===== config.mk =====
export PLATFORM = sky130hd
export DESIGN_NAME = iq_frame_packer_flat
export DESIGN_NICKNAME = d
export VERILOG_FILES = /design/src/rtl/iq_frame_packer_if.sv /design/src/rtl/iq_frame_packer.sv /design/src/flat_wrapper.sv
export SDC_FILE = /design/constraint.sdc
export NUM_CORES = 1
export LEC_CHECK = 0
export ABC_AREA = 1
export BUFFER_PORTS_ARGS = -buffer_cell sky130_fd_sc_hd__clkbuf_2
export CAP_MARGIN = 20
export CORE_MARGIN = 2
export CORE_UTILIZATION = 45
export CTS_BUF_LIST = sky130_fd_sc_hd__clkbuf_4
export DETAILED_ROUTE_END_ITERATION = 8
export HOLD_SLACK_MARGIN = 0.02
export PLACE_DENSITY = 0.72
export SLEW_MARGIN = 20
export SYNTH_ARGS = -nofsm -noshare
export SYNTH_HDL_FRONTEND = slang
export SYNTH_SLANG_ARGS = --single-unit

===== constraint.sdc =====
create_clock -name clk -period 2 [get_ports clk]
set_clock_uncertainty 0.1 [all_clocks]
set_input_delay 0.1 -clock clk [delete_from_list [all_inputs] [get_ports clk]]
set_output_delay 0.1 -clock clk [all_outputs]
set_load 0.05 [all_outputs]

===== src/rtl/iq_frame_packer_if.sv =====
// Sample stream in / packed-word stream out for iq_frame_packer.
// slave = packer side, master = source/sink side.
interface iq_frame_packer_if #(
    parameter int BW = 16
);
    logic                 s_vld;
    logic                 s_rdy;
    logic [BW-1:0]        s_i;
    logic [BW-1:0]        s_q;
    logic                 s_last;
    logic                 vld_out;
    logic [3:0][BW-1:0]   data_out;
    logic                 frame_start;

    modport master (
        output s_vld, s_i, s_q, s_last,
        input  s_rdy, vld_out, data_out, frame_start
    );

    modport slave (
        input  s_vld, s_i, s_q, s_last,
        output s_rdy, vld_out, data_out, frame_start
    );
endinterface


===== src/rtl/iq_frame_packer.sv =====
// Packs sample pairs into 4-lane words, pads/truncates to 2^L2_IMG samples.
// Optional IQP_ERR_CNT_EN adds saturating short/long frame counters.
module iq_frame_packer #(
    parameter int BW        = 16,
    parameter int L2_IMG    = 10,
    parameter int FRAME_GAP = 0
) (
    input  logic        clk,
    input  logic        rst,
    iq_frame_packer_if.slave bus,
    output logic [15:0] short_cnt,
    output logic [15:0] long_cnt
);
    localparam logic [1:0] RUN  = 2'd0;
    localparam logic [1:0] PAD  = 2'd1;
    localparam logic [1:0] DROP = 2'd2;
    localparam logic [1:0] GAP  = 2'd3;
    localparam logic [1:0] END_ST = (FRAME_GAP > 0) ? GAP : RUN;
    localparam int GW = (FRAME_GAP > 0) ? $clog2(FRAME_GAP + 1) : 1;
    localparam logic [L2_IMG-1:0] LAST_IDX  = {L2_IMG{1'b1}};
    localparam logic [L2_IMG-1:0] LAST_PAIR = LAST_IDX - 1'b1;
    localparam logic [GW-1:0] GAP_INIT = GW'(FRAME_GAP);

    logic [1:0]          state_q, state_d;
    logic [L2_IMG-1:0]   smp_q, smp_d;
    logic [BW-1:0]       hold_i_q, hold_i_d;
    logic [BW-1:0]       hold_q_q, hold_q_d;
    logic [GW-1:0]       gap_q, gap_d;
    logic                vld_q, vld_d;
    logic [3:0][BW-1:0]  data_q, data_d;
    logic                fs_q, fs_d;
    logic                short_inc, long_inc;
    logic                acc;

    assign bus.s_rdy = !rst && (state_q == RUN || state_q == DROP);
    assign acc = bus.s_vld && bus.s_rdy;

    always_comb begin
        state_d   = state_q;
        smp_d     = smp_q;
        hold_i_d  = hold_i_q;
        hold_q_d  = hold_q_q;
        gap_d     = gap_q;
        vld_d     = 1'b0;
        data_d    = '0;
        fs_d      = 1'b0;
        short_inc = 1'b0;
        long_inc  = 1'b0;
        unique case (state_q)
            RUN: begin
                if (acc) begin
                    smp_d = smp_q + 1'b1;
                    if (!smp_q[0]) begin
                        hold_i_d = bus.s_i;
                        hold_q_d = bus.s_q;
                        if (bus.s_last) begin
                            vld_d     = 1'b1;
                            data_d    = {{2*BW{1'b0}}, bus.s_q, bus.s_i};
                            fs_d      = (smp_q == '0);
                            short_inc = 1'b1;
                            if (smp_q == LAST_PAIR) begin
                                state_d = END_ST;
                                smp_d   = '0;
                                gap_d   = GAP_INIT;
                            end else begin
                                state_d = PAD;
                                smp_d   = smp_q + L2_IMG'(2);
                            end
                        end
                    end else begin
                        vld_d  = 1'b1;
                        data_d = {bus.s_q, bus.s_i, hold_q_q, hold_i_q};
                        fs_d   = (smp_q == L2_IMG'(1));
                        if (smp_q == LAST_IDX) begin
                            smp_d = '0;
                            gap_d = GAP_INIT;
                            if (bus.s_last) begin
                                state_d = END_ST;
                            end else begin
                                state_d  = DROP;
                                long_inc = 1'b1;
                            end
                        end else if (bus.s_last) begin
                            state_d   = PAD;
                            short_inc = 1'b1;
                        end
                    end
                end
            end
            PAD: begin
                // smp_q holds the first sample index of the pair being padded
                vld_d = 1'b1;
                if (smp_q == LAST_PAIR) begin
                    state_d = END_ST;
                    smp_d   = '0;
                    gap_d   = GAP_INIT;
                end else begin
                    smp_d = smp_q + L2_IMG'(2);
                end
            end
            DROP: begin
                if (acc && bus.s_last) begin
                    state_d = END_ST;
                    gap_d   = GAP_INIT;
                end
            end
            GAP: begin
                gap_d = gap_q - 1'b1;
                if (gap_q <= GW'(1)) begin
                    state_d = RUN;
                end
            end
        endcase
    end

    always_ff @(posedge clk) begin
        if (rst) begin
            state_q  <= RUN;
            smp_q    <= '0;
            hold_i_q <= '0;
            hold_q_q <= '0;
            gap_q    <= '0;
            vld_q    <= 1'b0;
            data_q   <= '0;
            fs_q     <= 1'b0;
        end else begin
            state_q  <= state_d;
            smp_q    <= smp_d;
            hold_i_q <= hold_i_d;
            hold_q_q <= hold_q_d;
            gap_q    <= gap_d;
            vld_q    <= vld_d;
            data_q   <= data_d;
            fs_q     <= fs_d;
        end
    end

    assign bus.vld_out     = vld_q;
    assign bus.data_out    = data_q;
    assign bus.frame_start = fs_q;

`ifdef IQP_ERR_CNT_EN
    logic [15:0] short_q, long_q;

    always_ff @(posedge clk) begin
        if (rst) begin
            short_q <= '0;
            long_q  <= '0;
        end else begin
            if (short_inc && short_q != 16'hFFFF) short_q <= short_q + 1'b1;
            if (long_inc && long_q != 16'hFFFF) long_q <= long_q + 1'b1;
        end
    end

    assign short_cnt = short_q;
    assign long_cnt  = long_q;
`else
    logic unused_err;
    assign unused_err = short_inc ^ long_inc;
    assign short_cnt  = '0;
    assign long_cnt   = '0;
`endif
endmodule


===== src/flat_wrapper.sv =====
// flat-port wrapper written by rule: the top's interface ports become plain ports
module iq_frame_packer_flat 
#(
    parameter int BW        = 16,
    parameter int L2_IMG    = 10,
    parameter int FRAME_GAP = 0
)
  (clk, rst, short_cnt, long_cnt, bus_s_vld, bus_s_i, bus_s_q, bus_s_last, bus_s_rdy, bus_vld_out, bus_data_out, bus_frame_start);
  iq_frame_packer_if #(.BW(BW)) bus_i ();
  input  logic clk;
  input  logic rst;
  output logic [15:0] short_cnt;
  output logic [15:0] long_cnt;
  input wire logic [$bits(bus_i.s_vld)-1:0] bus_s_vld;
  input wire logic [$bits(bus_i.s_i)-1:0] bus_s_i;
  input wire logic [$bits(bus_i.s_q)-1:0] bus_s_q;
  input wire logic [$bits(bus_i.s_last)-1:0] bus_s_last;
  output wire logic [$bits(bus_i.s_rdy)-1:0] bus_s_rdy;
  output wire logic [$bits(bus_i.vld_out)-1:0] bus_vld_out;
  output wire logic [$bits(bus_i.data_out)-1:0] bus_data_out;
  output wire logic [$bits(bus_i.frame_start)-1:0] bus_frame_start;
  assign bus_i.s_vld = bus_s_vld;
  assign bus_i.s_i = bus_s_i;
  assign bus_i.s_q = bus_s_q;
  assign bus_i.s_last = bus_s_last;
  assign bus_s_rdy = bus_i.s_rdy;
  assign bus_vld_out = bus_i.vld_out;
  assign bus_data_out = bus_i.data_out;
  assign bus_frame_start = bus_i.frame_start;
  iq_frame_packer #(.BW(BW), .L2_IMG(L2_IMG), .FRAME_GAP(FRAME_GAP)) u_core (.clk(clk), .rst(rst), .bus(bus_i), .short_cnt(short_cnt), .long_cnt(long_cnt));
endmodule

* Word-level counts from Yosys, hierarchy flattened
Cells that the tools add are included.
** Storage, ports and cells
- Flip-flop bits (word level) :: 111
- Bits in latches :: 0
- Memory bits (writable) :: 0
- ROM bits :: 0
- Bits of input ports :: 36
- Output and inout port bits :: 99
- Word-level logic and storage cells :: 76
- Memories kept :: 0
** Cells by class
- $add $sub $neg :: 3
- $mul :: 0
- Divide/modulo/power cells :: 0
- $lt $le $gt $ge :: 1
- Equality and inequality tests :: 13
- Shifts and indexed selects :: 0
- Multiplexer cells :: 32
- Bitwise logic cells :: 3
- Reductions and logical operators :: 13
** Operators by type and width (count)
- two-way mux 64 bit :: 1
- two-way mux 10 bit :: 5
- two-way mux 32 bit :: 1
- equality test 10 bit (second input constant) :: 2
- case mux 10 bit (2 select lines) :: 1
- two-way mux 2 bit :: 9
- two-way mux 1 bit :: 12
- adder 10 x 1 -> 10 bit (second input constant) :: 1
- adder 10 x 2 -> 10 bit (second input constant) :: 1
- equality test 10 x 1 -> 1 bit (second input constant) :: 1
- zero test 10 bit :: 1
- case mux 2 bit (4 select lines) :: 1
- != test 2 x 1 -> 1 bit (second input constant) :: 3
- != test 3 bit (second input constant) :: 2
- AND reduction 6 bit :: 1
- equality test 2 bit (second input constant) :: 2
- case mux 1 bit (4 select lines) :: 1
- AND reduction 4 bit :: 1
- logical AND 1 bit :: 3
- != test 3 x 2 -> 1 bit (second input constant) :: 1
- inverter 1 bit :: 3
- AND reduction 3 bit :: 1
- OR reduction 3 bit :: 1
- equality test 2 x 1 -> 1 bit (second input constant) :: 1
- other kinds (9) :: 9

* Depth between registers and ports, before layout
Gate-level depths: netlist (run 1).
- Word-level depth :: 7
- Gate-level depth with buffers :: 10
- Mapped depth without buffers :: 10

* Worst setup path before layout (run 1)
Ideal clock, no wire load.
- Path type :: register -> register
- Start point :: register u_core.smp_q[0]
- End point :: register u_core.smp_q[5]
- Setup time :: 122 ps
- Data arrival time :: 1424 ps
- Required time :: 1778 ps
- Path slack :: 355 ps
- Stages on the path, launching flop included :: 9
- Path buffers :: 0
- Period minus slack after synthesis :: 1645 ps
- Path through :: dfxtp_1 > ha_1 > inv_1 > nor2_4 > nand4_4 > nand2_1 > nand2_1 > o21ai_0 > a21oi_1
** On the way
- Word-level cells in the longest chain between the ends :: 6
- Elaborated cells on any way between the ends :: 10
- Classes of those cells :: add/sub: 2; eq/ne: 2; mux: 6
** RTL lines
- start: declaration :: line iq_frame_packer.sv:25 : logic [L2_IMG-1:0] smp_q, smp_d;
- start signal: assignment :: line iq_frame_packer.sv:128 : smp_q <= smp_d;
- adder 10 x 2 -> 10 bit / equality test 10 bit (equally long branches)
- two-way mux 10 bit :: line iq_frame_packer.sv:61, iq_frame_packer.sv:93
- two-way mux 10 bit :: line iq_frame_packer.sv:56 : if (bus.s_last) begin
- two-way mux 10 bit :: line iq_frame_packer.sv:53 : if (!smp_q[0]) begin
- two-way mux 10 bit :: line iq_frame_packer.sv:51 : if (acc) begin
- case mux 10 bit (2 select lines) * :: line iq_frame_packer.sv:49 : unique case (state_q)
Every way passes the cells marked *; elsewhere a longest branch is shown, timed or not. The select of a mux whose other input is x is not followed.
A chain may end at the register's enable or synchronous reset.

* Worst setup path in the final report (run 1)
- Start point :: register u_core.state_q[0]
- End point :: register u_core.hold_q_q[8]
** On the way
- Word-level cells in the longest chain between the ends :: 5
- Elaborated cells on any way between the ends :: 6
- Classes of those cells :: eq/ne: 1; reduce/logical: 5
** RTL lines
- start: declaration :: line iq_frame_packer.sv:24 : logic [1:0] state_q, state_d;
- start signal: assignment :: line iq_frame_packer.sv:127 : state_q <= state_d;
- equality test 2 bit / zero test 2 bit (equally long branches) :: line iq_frame_packer.sv:35, iq_frame_packer.sv:49
- logical OR 1 bit :: line iq_frame_packer.sv:35 : assign bus.s_rdy = !rst && (state_q == RUN || state_q == DROP);
- logical AND 1 bit :: line iq_frame_packer.sv:35
- logical AND 1 bit :: line iq_frame_packer.sv:36 : assign acc = bus.s_vld && bus.s_rdy;
- AND reduction 3 bit (no source line) *
- end signal: assignment :: line iq_frame_packer.sv:130 : hold_q_q <= hold_q_d;
- end: declaration :: line iq_frame_packer.sv:27 : logic [BW-1:0] hold_q_q, hold_q_d;
Every way passes the cells marked *; elsewhere a longest branch is shown, timed or not.

==> flow_metrics.py, run 1 <==
metrics = {
    "sta": {
        "fin_setup_tns_ns": 0,
        "setup_viol": 0,
        "hold_viol": 0,
        "max_slew_margin_pct": 64.45,
        "worst_pin_slew_ns": 0.5321,
        "rsz0062_at_grt": "false",
        "hold_ws_ns": 0.1670,
        "fin_crit_sh_pct": 90.05,
        "fin_crit_ns": 1.801,
        "fmax_mhz": 555.3,
        "slew_violations": 0,
    },
    "clock_network": {
        "path_clk_slew_ns": 0.17,
        "cts_setup_buffers": 0,
        "cts_max_path_buffers": 2,
        "root_buffer": "clkbuf_4",
        "cts_buffers": 9,
        "insertion_delay_ns": 0.44,
        "cts_tree": "built",
        "ctsHtreeMaxLevel": 3,
        "clock_sinks": 110,
    },
    "detailed_routing": {
        "drtIter0Drc": 158,
        "drtPass1Iterations": 4,
        "via_count": 3783,
        "antenna_left": 0,
        "via_per_inst": 4.676,
        "wl_um": 9822,
        "wl_per_cell_um": 12.14,
        "drc_errors": 0,
    },
    "worst_hold_path": {
        "min_path_cells": 7,
        "hold_path_class": "primary input to flip-flop",
    },
    "floorplan": {
        "start_util_pct": 46.65,
        "die_h_um": 102.3,
        "dieArea_sq_mm": 0.01047,
        "die_w_um": 102.3,
        "pin_count": 135,
        "rows": 35,
        "coreArea_sq_mm": 0.009328,
    },
    "yosys": {
        "synth_top_family_by_area": "simple AND/OR/NAND/NOR gates",
        "syn_area_per_cell_sq_um": 7.985,
        "ys_warn_count": 0,
        "synthXorXnorAreaFrac_pct": 1.610,
        "yosysUniqueCellTypes": 28,
        "synthFlopType": "dfxtp_1",
        "yosys.area_share.simple_pct": 22.00,
        "yosys.area_share.adder_pct": 1.725,
        "yosys_register_bits": 110,
        "async_flop_share_pct": 0,
        "synth-compound-area-share_pct": 10.58,
        "synth_area_sq_mm": 0.004352,
        "synthMuxAreaShare_pct": 0,
        "syn-instance-count": 545,
        "synth_edf_count": 0,
        "seq_area_frac_synth_pct": 50.60,
    },
    "power": {
        "ir_worst_vdd_v": 0.0004952,
        "p_leak_uw": 0.002507,
        "p_seq_share_pct": 52.8,
        "power_frac_clock_pct": 22.4,
        "power.total_uw": 4629,
        "powerDensity_mw_per_mm2": 868.8,
        "switchingPower_uw": 1684,
        "p_comb_share_pct": 24.7,
        "intPower_uw": 2945,
        "power.share.switching_pct": 36.38,
    },
    "setup_path": {
        "ff2ff_path_depth": 6,
        "slowest_delay_ns": 0.45,
        "slowest_stage": "clkinvlp_4",
        "start_kind": "flip-flop",
        "path_class": "flip-flop to flip-flop",
        "cp_num_buf_inv": 1,
        "crit_path_end_kind": "flip-flop",
        "crit_family": "simple AND/OR/NAND/NOR gates",
        "crit_path_max_fanout": 32,
        "path_depth": 6,
        "arrival_ns": 2.02,
        "cp_data_required_time_ns": 2.22,
        "crit_chain": "nor3b_2 -> nand2_2 -> nor2_4 -> clkinvlp_4 -> nand2_1 -> a21oi_1",
    },
    "layout": {
        "final_nets": 717,
        "fin_cells": 809,
        "fin_util_pct": 57.13,
        "final_common_cell": "dfxtp_1",
        "syn_to_final_growth_pct": 22.46,
        "diodes": 0,
        "final_cell_mix": "dfxtp_1 (109), clkbuf_2 (102), nand2_1 (99)",
        "nFillCells": 850,
        "layout-drive-gt1-share_pct": 20.74,
    },
    "placement": {
        "routabilityCongestion": 0.9411,
        "hpwl_um": 6714,
        "io_buffer_count": 102,
        "dp_cells": 758,
    },
    "global_routing": {
        "antenna_found_initial": 0,
        "grt_overflow": 0,
        "grt_pass1_wl_um": 15560,
        "grt_max_degree": 38,
        "grt_pass1_vias": 3400,
        "grt_use_total_pct": 18.73,
    },
    "outcome": {
        "status": "finished clean",
    },
    "run": {
        "max_cap_violations": 0,
    },
}
-- timing repair --
item                                    CTS  global route
endpoints found under the setup margin    0             6
hold buffers                             35             0
hold endpoints to repair                 99             0
resized for setup                         0             1
-- worst min-delay path: stages --
cell	delay, ns
clkbuf_2	0.09
nor3b_2	0.16
o21ai_0	0.07
nand2_1	0.07
nand3_2	0.09
nor2_1	0.04
nor2_1	0.08
-- final cells by class --
cell class              instances  area, sq um  share of cell area, %
well taps                     129        161.4                  3.029
multi-input cells             352         1683                  31.58
clock buffers                   9        67.56                  1.268
clock inverters                 7        62.56                  1.174
repair buffers                145        933.4                  17.52
inverters                      57        217.7                  4.085
flip-flops and latches        110         2203                  41.35
-- worst paths after layout --
kind / from / endpoint / slack [ns]
setup / recovery: u_core.state_q[0] / u_core.hold_q_q[8] / 0.20
setup reg to reg: u_core.state_q[0] / u_core.hold_q_q[8] / 0.20
hold reg to reg: u_core.hold_i_q[10] / u_core.hold_i_q[10] / 0.37
hold / removal: bus_s_vld / u_core.state_q[1] / 0.17
-- kinds of logic after synthesis --
logic type | count (synthesis)
adder cells (fa/ha/maj) | 6
XOR/XNOR | 8
AO/OA/AOI/OAI | 89
flip-flops | 110
other | 1
AND/OR/NAND/NOR | 217
buffers and inverters | 114
-- metrics by stage --
step | area [sq um] | setup WS, ns
floorplan | 4468 | 0.3548
global placement | 4845 | 0.2675
finish | 5329 | 0.1991
global route | 5329 | 0.003442
detailed placement | 4845 | 0.2010
CTS | 5325 | 0.1761
-- flip-flops by register name, summed over array words and instances (netlist names) --
register / flops
u_core.bus.vld_out: 1
u_core.state_q: 2
u_core.smp_q: 10
u_core.bus.data_out: 64
u_core.bus.frame_start: 1
u_core.hold_i_q: 16
u_core.hold_q_q: 16
-- layer usage --
metal / global-route usage, % / share of wire (%)
met1: 23.15 / 44
met2: 33.25 / 51
met3: 2.804 / 4.7
met4: 6.564 / 0.54
met5: 0 / 0
-- power by group through the flow --
stage,Sequential (uW),Clock [uW],Combinational (uW)
after floorplan,2640,0,747
after global placement,2490,0,1070
after detailed placement,2490,0,1080
after CTS,2450,1080,1150
after global routing,2470,1160,1260
final,2450,1040,1140
-- cells in the mapped netlist, types with 6 or more instances --
cell	number	area, sq um
nand2_1	99	371.6
buf_2	13	65.06
o21ai_0	33	165.2
nor2_1	53	198.9
buf_4	37	277.8
o21ai_1	15	75.07
dfxtp_1	110	2202
nand3_1	47	235.2
a21oi_1	36	180.2
ha_1	6	75.07
clkbuf_1	6	22.52
xor2_1	8	70.07
inv_1	54	202.7
No activity file was read; power rests on OpenSTA's default activity.
==> inputs of run 2 (changes only) <==
Settings changed: PLACE_DENSITY 0.72 to 0.74.
Clock period 2 ns to 1.6 ns, I/O delays scaled along.
==> run 2 against run 1 <==
The run now ends with negative setup slack left. Sequential power up 26%. Via count up 5.2%. Maximum frequency up 12%. Sequential share of layout area down 1.4 points. First-iteration DRC count up 65%. Flip-flop and latch count unchanged. Die area unchanged. Cell area up 4.2%. Critical path type unchanged.
==> flow_metrics.py, run 2 (synthesis results as in run 1) <==
metrics = {
    "global_routing": {
        "grt_max_degree": 29,
        "antenna_found_initial": 0,
        "grt_overflow": 0,
        "grt_pass1_wl_um": 16640,
        "grt_use_total_pct": 20.18,
        "grt_pass1_vias": 3667,
    },
    "setup_path": {
        "start_kind": "flip-flop",
        "slowest_delay_ns": 0.40,
        "cp_data_required_time_ns": 1.82,
        "arrival_ns": 1.83,
        "crit_path_max_fanout": 4,
        "crit_chain": "inv_2 -> ha_1 -> inv_1 -> nor2_2 -> nand3_1 -> nand2_1 -> inv_1 -> o21ai_0 -> a21oi_1",
        "r2r-end": "u_core.smp_q[0]",
        "slowest_stage": "dfxtp_4",
        "ff2ff_path_depth": 9,
        "cp_common_cell": "inv_1",
        "r2r_slack_ns": -0.01,
        "crit_path_end_kind": "flip-flop",
        "worstReg2RegStart": "u_core.smp_q[0]",
        "path_class": "flip-flop to flip-flop",
    },
    "outcome": {
        "violations": "negative setup slack",
        "status": "finished with violations",
    },
    "floorplan": {
        "dieArea_sq_mm": 0.01047,
        "die_w_um": 102.3,
        "start_util_pct": 46.65,
        "rows": 35,
        "pin_count": 135,
        "die_h_um": 102.3,
        "coreArea_sq_mm": 0.009328,
    },
    "clock_network": {
        "cts_buffers": 9,
        "path_clk_slew_ns": 0.16,
        "clock_sinks": 110,
        "insertion_delay_ns": 0.46,
        "ctsHtreeMaxLevel": 3,
        "cts_tree": "built",
        "root_buffer": "clkbuf_4",
        "cts_max_path_buffers": 2,
    },
    "placement": {
        "dpl-instance-area_sq_mm": 0.004930,
        "routabilityCongestion": 0.9215,
        "hpwl_um": 7016,
        "io_buffer_count": 102,
    },
    "layout": {
        "multi_input_area_sq_mm": 0.001719,
        "nFillCells": 847,
        "stdcell_area_sq_mm": 0.005555,
        "fin_util_pct": 59.56,
        "diodes": 0,
        "layout-drive-gt1-share_pct": 24.43,
        "largest_reg_flops": 64,
        "final_nets": 737,
        "final_common_cell": "dfxtp_1",
        "final_cell_mix": "dfxtp_1 (103), clkbuf_2 (102), nand2_1 (96)",
        "syn_to_final_growth_pct": 27.66,
        "seqCellArea_sq_mm": 0.002218,
    },
    "worst_hold_path": {
        "min_path_cells": 5,
        "hold_start": "rst",
        "hold_path_class": "primary input to flip-flop",
        "min_to": "u_core.state_q[1]",
    },
    "power": {
        "switchingPower_uw": 2175,
        "power.share.switching_pct": 36.57,
        "p_leak_uw": 0.002613,
        "p_comb_share_pct": 26.2,
        "power_frac_clock_pct": 22.0,
        "p_seq_share_pct": 51.8,
        "intPower_uw": 3773,
        "powerDensity_mw_per_mm2": 1071,
        "ir_worst_vdd_v": 0.0004861,
        "power.total_uw": 5949,
    },
    "detailed_routing": {
        "drc_errors": 0,
        "wl_um": 10710,
        "antenna_left": 0,
        "via_per_inst": 4.800,
        "wl_per_cell_um": 12.92,
        "drtPass1Iterations": 5,
        "drtIter0Drc": 260,
        "via_count": 3979,
    },
    "sta": {
        "worst_pin_slew_ns": 0.7985,
        "max_slew_margin_pct": 46.59,
        "slew_violations": 0,
        "rsz0062_at_grt": "true",
        "fin_crit_sh_pct": 100.6,
        "fmax_mhz": 621.2,
        "fin_setup_tns_ns": -0.009707,
        "hold_ws_ns": 0.09532,
        "fin_crit_ns": 1.610,
        "setup_ws_ns": -0.009707,
        "setup_viol": 1,
        "hold_viol": 0,
    },
    "run": {
        "max_cap_violations": 0,
    },
}
run 2: cell count changes in the layout (fill, tap and decap cells not counted), moves of 3 or more:
cell	change
dfxtp_1	-6
buf_6	+6
nand2_2	+3
nand2_1	-3
dlygate4sd3_1	+3
buf_4	+11
dfxtp_4	+3
dfxtp_2	+3
run 2: worst max-delay path by stage:
stage / start / end / slack (ns) / cells after the start
floorplan: u_core.smp_q[0] / u_core.smp_q[5] / 0.08 / 8
global placement: u_core.smp_q[1] / u_core.smp_q[5] / 0.004 / 8
detailed placement: u_core.smp_q[1] / u_core.smp_q[5] / -0.06 / 8
CTS: u_core.smp_q[2] / u_core.smp_q[8] / 0.001 / 7
global route: u_core.smp_q[0] / u_core.state_q[0] / -0.13 / 10
finish: u_core.smp_q[0] / u_core.smp_q[0] / -0.01 / 9
run 2: power groups by stage:
stage                     clock (uW)  sequential (uW)  combinational, uW
after detailed placement           0             3120               1420
after CTS                       1360             3060               1500
after floorplan                    0             3300                933
after global routing            1460             3110               1710
after global placement             0             3110               1400
final                           1310             3080               1560
run 2: routing by layer:
layer	global-route usage (%)	wire length [um]	vias to the layer above
li1	-	-	1974
met1	23.83	4453	1841
met2	36.23	5414	142
met3	4.514	657	22
met4	6.667	189	0
met5	0	0	-
run 2: repair_timing:
action	4_1_cts	5_1_grt
hold buffers	38	0
setup endpoints to repair	37	105
buffers inserted	0	4
gates resized for setup	4	26
hold endpoints to repair	100	0
pin swaps	1	6
run 2: through the flow:
| stage | setup slack [ns] | cells |
|---|---|---|
| floorplan | 0.08356 | 576 |
| global placement | 0.004102 | 771 |
| detailed placement | -0.05517 | 771 |
| CTS | 0.0009968 | 825 |
| global route | -0.1268 | 829 |
| finish | -0.009707 | 829 |
run 2: critical path, delay by kind of cell, from the launching register on:
kind                       cells  cell delay [ns]
and+or+nand+nor                3             0.41
DFF                            1             0.40
AOI/OAI and AO/OA              2             0.23
buffers and inverters          3             0.19
adders and majority gates      1             0.15
run 2: cell type report:
type / count / area share, %
tap: 129 / 2.905
sequential: 110 / 39.93
inverter: 57 / 3.851
clock inverter: 7 / 1.194
multi-input combinational: 352 / 30.95
clock buffer: 9 / 1.216
timing repair buffer: 165 / 19.95
